===== config.mk =====
export PLATFORM = sky130hd
export DESIGN_NAME = tiny_eth_mac
export DESIGN_NICKNAME = d
export VERILOG_FILES = /design/src/rtl/tiny_eth_pkg.sv /design/src/rtl/tiny_eth_crc32_serial.sv /design/src/rtl/tiny_eth_mac.sv
export SDC_FILE = /design/constraint.sdc
export NUM_CORES = 1
export LEC_CHECK = 0
export ABC_AREA = 1
export CORE_MARGIN = 2
export CORE_UTILIZATION = 45
export DETAILED_ROUTE_END_ITERATION = 8
export PLACE_DENSITY = 0.62
export SYNTH_ARGS = -nofsm -noshare
export SYNTH_HDL_FRONTEND = slang
export SYNTH_HIERARCHICAL = 1
export SYNTH_SLANG_ARGS = --single-unit

===== constraint.sdc =====
create_clock -name clk -period 2.1 [get_ports clk]
set_input_delay 0.21 -clock clk [delete_from_list [all_inputs] [get_ports clk]]
set_output_delay 0.21 -clock clk [all_outputs]
set_load 0.05 [all_outputs]

===== src/rtl/tiny_eth_pkg.sv =====
// Shared types and CRC-32 constants for the tiny_eth receive path.
package tiny_eth_pkg;

  typedef enum logic [1:0] {
    HUNT  = 2'd0,
    RX    = 2'd1,
    CHECK = 2'd2,
    TX    = 2'd3
  } state_t;

  localparam logic [31:0] CRC32_POLY_REFL    = 32'hEDB88320;
  localparam logic [31:0] CRC32_INIT         = 32'hFFFFFFFF;
  localparam logic [31:0] CRC32_RESIDUE_REFL = 32'hDEBB20E3;

endpackage


===== src/rtl/tiny_eth_crc32_serial.sv =====
// Bit-serial reflected CRC-32 register, one line bit per enabled clock.
module tiny_eth_crc32_serial
  import tiny_eth_pkg::*;
(
  input  logic        clk,
  input  logic        rst,
  input  logic        init,
  input  logic        en,
  input  logic        dbit,
  output logic [31:0] crc
);

  logic fb;
  assign fb = crc[0] ^ dbit;

  // Shift right, folding in the reflected polynomial when the feedback bit is set.
  always_ff @(posedge clk or posedge rst) begin
    if (rst)       crc <= CRC32_INIT;
    else if (init) crc <= CRC32_INIT;
    else if (en)   crc <= (crc >> 1) ^ (fb ? CRC32_POLY_REFL : 32'h0);
  end

endmodule


===== src/rtl/tiny_eth_mac.sv =====
// Receive-side MAC front end: preamble/SFD hunt, fixed-length capture,
// FCS check, and bit-serial replay of frames that pass.
module tiny_eth_mac
  import tiny_eth_pkg::*;
#(
  parameter int FRAME_BYTES  = 64,
  parameter int PRE_MIN_BITS = 16
) (
  input  logic clk,
  input  logic rst,
  input  logic d,
  output logic q
);

  localparam int FBITS = FRAME_BYTES * 8;
  localparam int AW    = $clog2(FBITS);
  // One extra bit so TX can count one past the last bit and exit with q=0.
  localparam int IW    = AW + 1;

  state_t           state, state_nx;
  logic [FBITS-1:0] fbuf;
  logic [IW-1:0]    idx;
  logic             prev;
  logic [7:0]       run;
  logic [31:0]      crc;
  logic             sfd, last_rx, last_tx, crc_ok;

  // SFD: second '1' of the closing "11", with a long enough alternating run behind it.
  assign sfd     = (state == HUNT) && d && prev && (run >= 8'(PRE_MIN_BITS));
  assign last_rx = (idx == IW'(FBITS - 1));
  assign last_tx = (idx == IW'(FBITS));
  assign crc_ok  = (crc == CRC32_RESIDUE_REFL);

  tiny_eth_crc32_serial u_crc (
    .clk  (clk),
    .rst  (rst),
    .init (sfd),
    .en   (state == RX),
    .dbit (d),
    .crc  (crc)
  );

  // State register.
  always_ff @(posedge clk or posedge rst) begin
    if (rst) state <= HUNT;
    else     state <= state_nx;
  end

  // Next-state logic.
  always_comb begin
    state_nx = state;
    case (state)
      HUNT:  if (sfd) state_nx = RX;
      RX:    if (last_rx) state_nx = CHECK;
      CHECK: state_nx = crc_ok ? TX : HUNT;
      TX:    if (last_tx) state_nx = HUNT;
      default: state_nx = HUNT;
    endcase
  end

  // Hunt tracking, bit index and registered serial output.
  always_ff @(posedge clk or posedge rst) begin
    if (rst) begin
      idx  <= '0;
      prev <= 1'b0;
      run  <= 8'd0;
      q    <= 1'b0;
    end else begin
      q <= 1'b0;
      case (state)
        HUNT: begin
          prev <= d;
          run  <= (d != prev) ? ((run == 8'hFF) ? run : run + 8'd1) : 8'd1;
          if (sfd) idx <= '0;
        end
        RX:    idx <= idx + IW'(1);
        CHECK: idx <= '0;
        TX: begin
          if (last_tx) begin
            idx <= '0;
            run <= 8'd0;
          end else begin
            q   <= fbuf[idx[AW-1:0]];
            idx <= idx + IW'(1);
          end
        end
        default: idx <= '0;
      endcase
    end
  end

  // Frame buffer; contents are only meaningful after a full capture, so no reset.
  always_ff @(posedge clk) begin
    if (state == RX) fbuf[idx[AW-1:0]] <= d;
  end

endmodule


==> flow_summary.toml <==
[sta]
drv_slew = 0
rsz0062_at_grt = "yes"
relSlewSlack_pct = 56.61
tightest_slew_ns = 0.6493
final.setup_skew_ns = 0.01806
hold_viol = 0
setup_viol = 12
min_period_over_period_pct = 108.9
timing.final.ws_setup_ns = -0.1876
fin_crit_ns = 2.288
max_freq_mhz = 437.1

[placement]
hpwlAfterDp_um = 41880
post-place-cells = 3755
io_buffers = 3
place_area_um2 = 29000
place.gp.congestion = 0.8736

[floorplan]
start_util_pct = 45.48
rows = 89
die_y_um = 248.2
core_region_area_um2 = 59020
die_area_um2 = 61620
die_x_um = 248.2
pin_count = 4

[critical_path]
crit_type = "reg -> reg"
cp-end-kind = "flip-flop"
path_buf_inv = 3
crit_path_cell_trace = "inv_12 -> buf_16 -> buf_4 -> nor2_1 -> o21ai_0 -> nand2_1 -> nand2_1 -> nor2_1 -> nor2_1 -> nor2_1 -> nand2_1 -> nand2_1 -> nand2_2 -> nor2_2 -> a21oi_2"
cp_slowest_stage_delay_ns = 0.53
required_ns = 2.67
crit_family = "simple AND/OR/NAND/NOR gates"
start_kind = "flip-flop"
worstPathArrival_ns = 2.85
cp_max_fo = 33
slowest_stage = "dfrtp_4"

[clocking]
root_buffer = "clkbuf_16"
clk_pin_slew_ns = 0.06
cts_buffer_depth = 3
cts.sinks = 566
cts_tree = "yes"
cts_buffers = 60
clk_latency_ns = 0.63
h-tree-depth = 2

[detailed_routing]
wl_um = 72990
first_iter_violations = 2052
viasPerCell = 5.282
via_count = 20435
antenna_left = 0
wl_per_cell_um = 18.87
drtPass1Iterations = 5
drc = 0

[min_path]
hold_path.class = "in -> reg"

[global_routing]
busiest_layer = "met2"
use_met3_pct = 2.952
met2_usage_pct = 40.59
grt_pass1_vias = 19547
met1_usage_pct = 31.74
antenna_found_initial = 0
grt_pass1_wl_um = 112300
grt_use_total_pct = 23.90
grt_max_degree = 138
grt_overflow = 0

[pwr]
powerDensity_nw_per_um2 = 735.5
switching_power_mw = 4.593
p_int_mw = 18.22
pwr-share-seq_pct = 53.8
pwr-share-comb_pct = 0.9
p_leak_nw = 12.02
switching_share_pct = 20.14
clkPwrFrac_pct = 45.2
vdd_drop_max_mv = 0.6333

[layout]
drive_above_1_share_pct = 11.76
regArea_um2 = 16770
final_net_count = 3061
final.fill_count = 5308
fin_util_pct = 52.55
fin_area_um2 = 31020
multi_input_area_um2 = 8427
area_growth_pct = 15.55
antenna_cells = 0
stdcell_count = 3869

[yosys]
synth_edf_count = 512
seq_area_frac_synth_pct = 62.46
yosys.cell_types.count = 40
async_flop_share_pct = 9.541
synth_seq_cells = 566
yosysWarningCount = 6
syn_area_per_cell_um2 = 8.965
synth_cells = 2994
synthesis.area_um2 = 26840
synth_flop_cell = "edfxtp_1"
syn_nets = 3007

[outcome]
status = "finished with violations"
violations = "setup timing"

[flow_run]
cap_violations = 0
worst register-to-register path, cell delays in order, from the launching register on:
cell and delay, ns:
dfrtp_4 0.53, inv_12 0.19, buf_16 0.24, buf_4 0.20
nor2_1 0.04, o21ai_0 0.18, nand2_1 0.07, nand2_1 0.08
nor2_1 0.04, nor2_1 0.20, nor2_1 0.08, nand2_1 0.07
nand2_1 0.05, nand2_2 0.11, nor2_2 0.05, a21oi_2 0.10
registers in the layout, indices dropped and copies added (netlist names):
name	flops
q	1
u_crc/crc	32
prev	1
idx	10
state	2
run	8
fbuf	512
repair_timing:
item / in CTS / in global routing
setup buffers: 2 / 1
setup endpoints to repair: 235 / 265
hold endpoints to repair: 22 / 0
hold buffers: 1 / 0
pin swaps: 2 / 3
resized for setup: 26 / 12
final timing paths:
check | startpoint | to | slack (ns) | depth (start not counted)
min in group asynchronous | rst | run[4] | 0.52 | 4
worst max-delay path | idx[0] | q | -0.19 | 15
max in group asynchronous | rst | u_crc/crc[13] | 1.21 | 4
worst min-delay path | d | u_crc/crc[5] | 0.08 | 6
worst min register to register | u_crc/crc[7] | u_crc/crc[7] | 0.48 | 2
worst max register to register | idx[0] | q | -0.19 | 15
per-layer routing:
layer / vias to the layer above / share of wire [%] / routed length, µm
li1: 9670 / - / -
met1: 9919 / 42 / 30300
met2: 683 / 48 / 35130
met3: 163 / 6.8 / 4967
met4: 0 / 3.6 / 2598
met5: - / 0 / 0
power by group through the flow:
stage | combinational, mW | clock (mW) | sequential (mW)
after CTS | 0.212 | 10.5 | 12.3
after global placement | 0.204 | 0 | 12.5
after floorplan | 0.0337 | 0 | 12.5
after global routing | 0.232 | 10.9 | 12.3
final | 0.209 | 10.3 | 12.3
after detailed placement | 0.211 | 0 | 12.5
cell usage after synthesis (all sizes together), types with 2 or more instances:
cell type    n  area [µm²]
inv        208       780.8
ha          10       125.1
a31oi        2       12.51
nor4         2       12.51
edfxtp     512       15370
dfstp       32       840.8
nor3        21       110.1
nand4        4       25.02
clkbuf     104       391.6
o21ai      160       800.8
nor4b        2       17.52
a22oi       15       112.6
buf         84       594.3
clkinv       3       13.76
o22ai        2       12.51
dfrtp       22       550.5
nand2      874        3313
a21oi       29       148.9
nand3       85       425.4
nor2       816        3108
through the flow:
| stage | hold WS, ns | setup TNS (ns) | total power [mW] | setup WS [ns] |
|---|---|---|---|---|
| 6_report | 0.07628 | -0.3988 | 22.81 | -0.1876 |
| 5_1_grt | 0.1087 | -13.49 | 23.39 | -0.3121 |
| 4_1_cts | 0.03769 | -0.4600 | 22.99 | -0.1688 |
| 3_5_place_dp | 0.4814 | -19.28 | 12.73 | -0.4592 |
| 3_3_place_gp | 0.4740 | -11.76 | 12.72 | -0.4747 |
| 2_1_floorplan | 0.1992 | 0 | 12.55 | 0.009821 |
final cells by class:
class,count,share of cell area [%]
Sequential cell,566,54.08
Multi-Input combinational cell,2029,27.17
Clock inverter,34,0.9440
Timing Repair Buffer,180,6.975
Tap cell,773,3.118
Clock buffer,76,5.103
Inverter,211,2.610
kinds of logic (layout without fill, tap and decap cells):
logic type | count (synthesis) | after routing | synth area share, %
buffers and inverters | 399 | 501 | 6.633
AOI/OAI and AO/OA | 212 | 212 | 4.228
and+or+nand+nor | 1806 | 1806 | 26.18
adders and majority gates | 10 | 10 | 0.4661
DFF | 566 | 566 | 62.46
xor gates and xnor gates | 1 | 1 | 0.03264
layout by cell type, fill, tap and decap left out, types with 3 or more instances in the layout:
cell type,instances
clkinvlp_4,3
nor2_2,15
nand2_4,3
nand3_1,83
nor2_4,7
ha_1,10
edfxtp_1,512
dfrtp_1,20
dfstp_2,32
clkinv_2,12
buf_4,111
buf_12,61
nand2_2,27
inv_1,198
o21ai_1,68
a21oi_1,28
inv_2,8
bufinv_16,5
clkbuf_16,61
clkbuf_1,15
nor2_1,794
o21ai_0,92
nand4_1,4
nor3_1,19
a22oi_1,15
nand2_1,844
clkinv_1,15
Note: power is estimated with default switching activity, not from simulation.
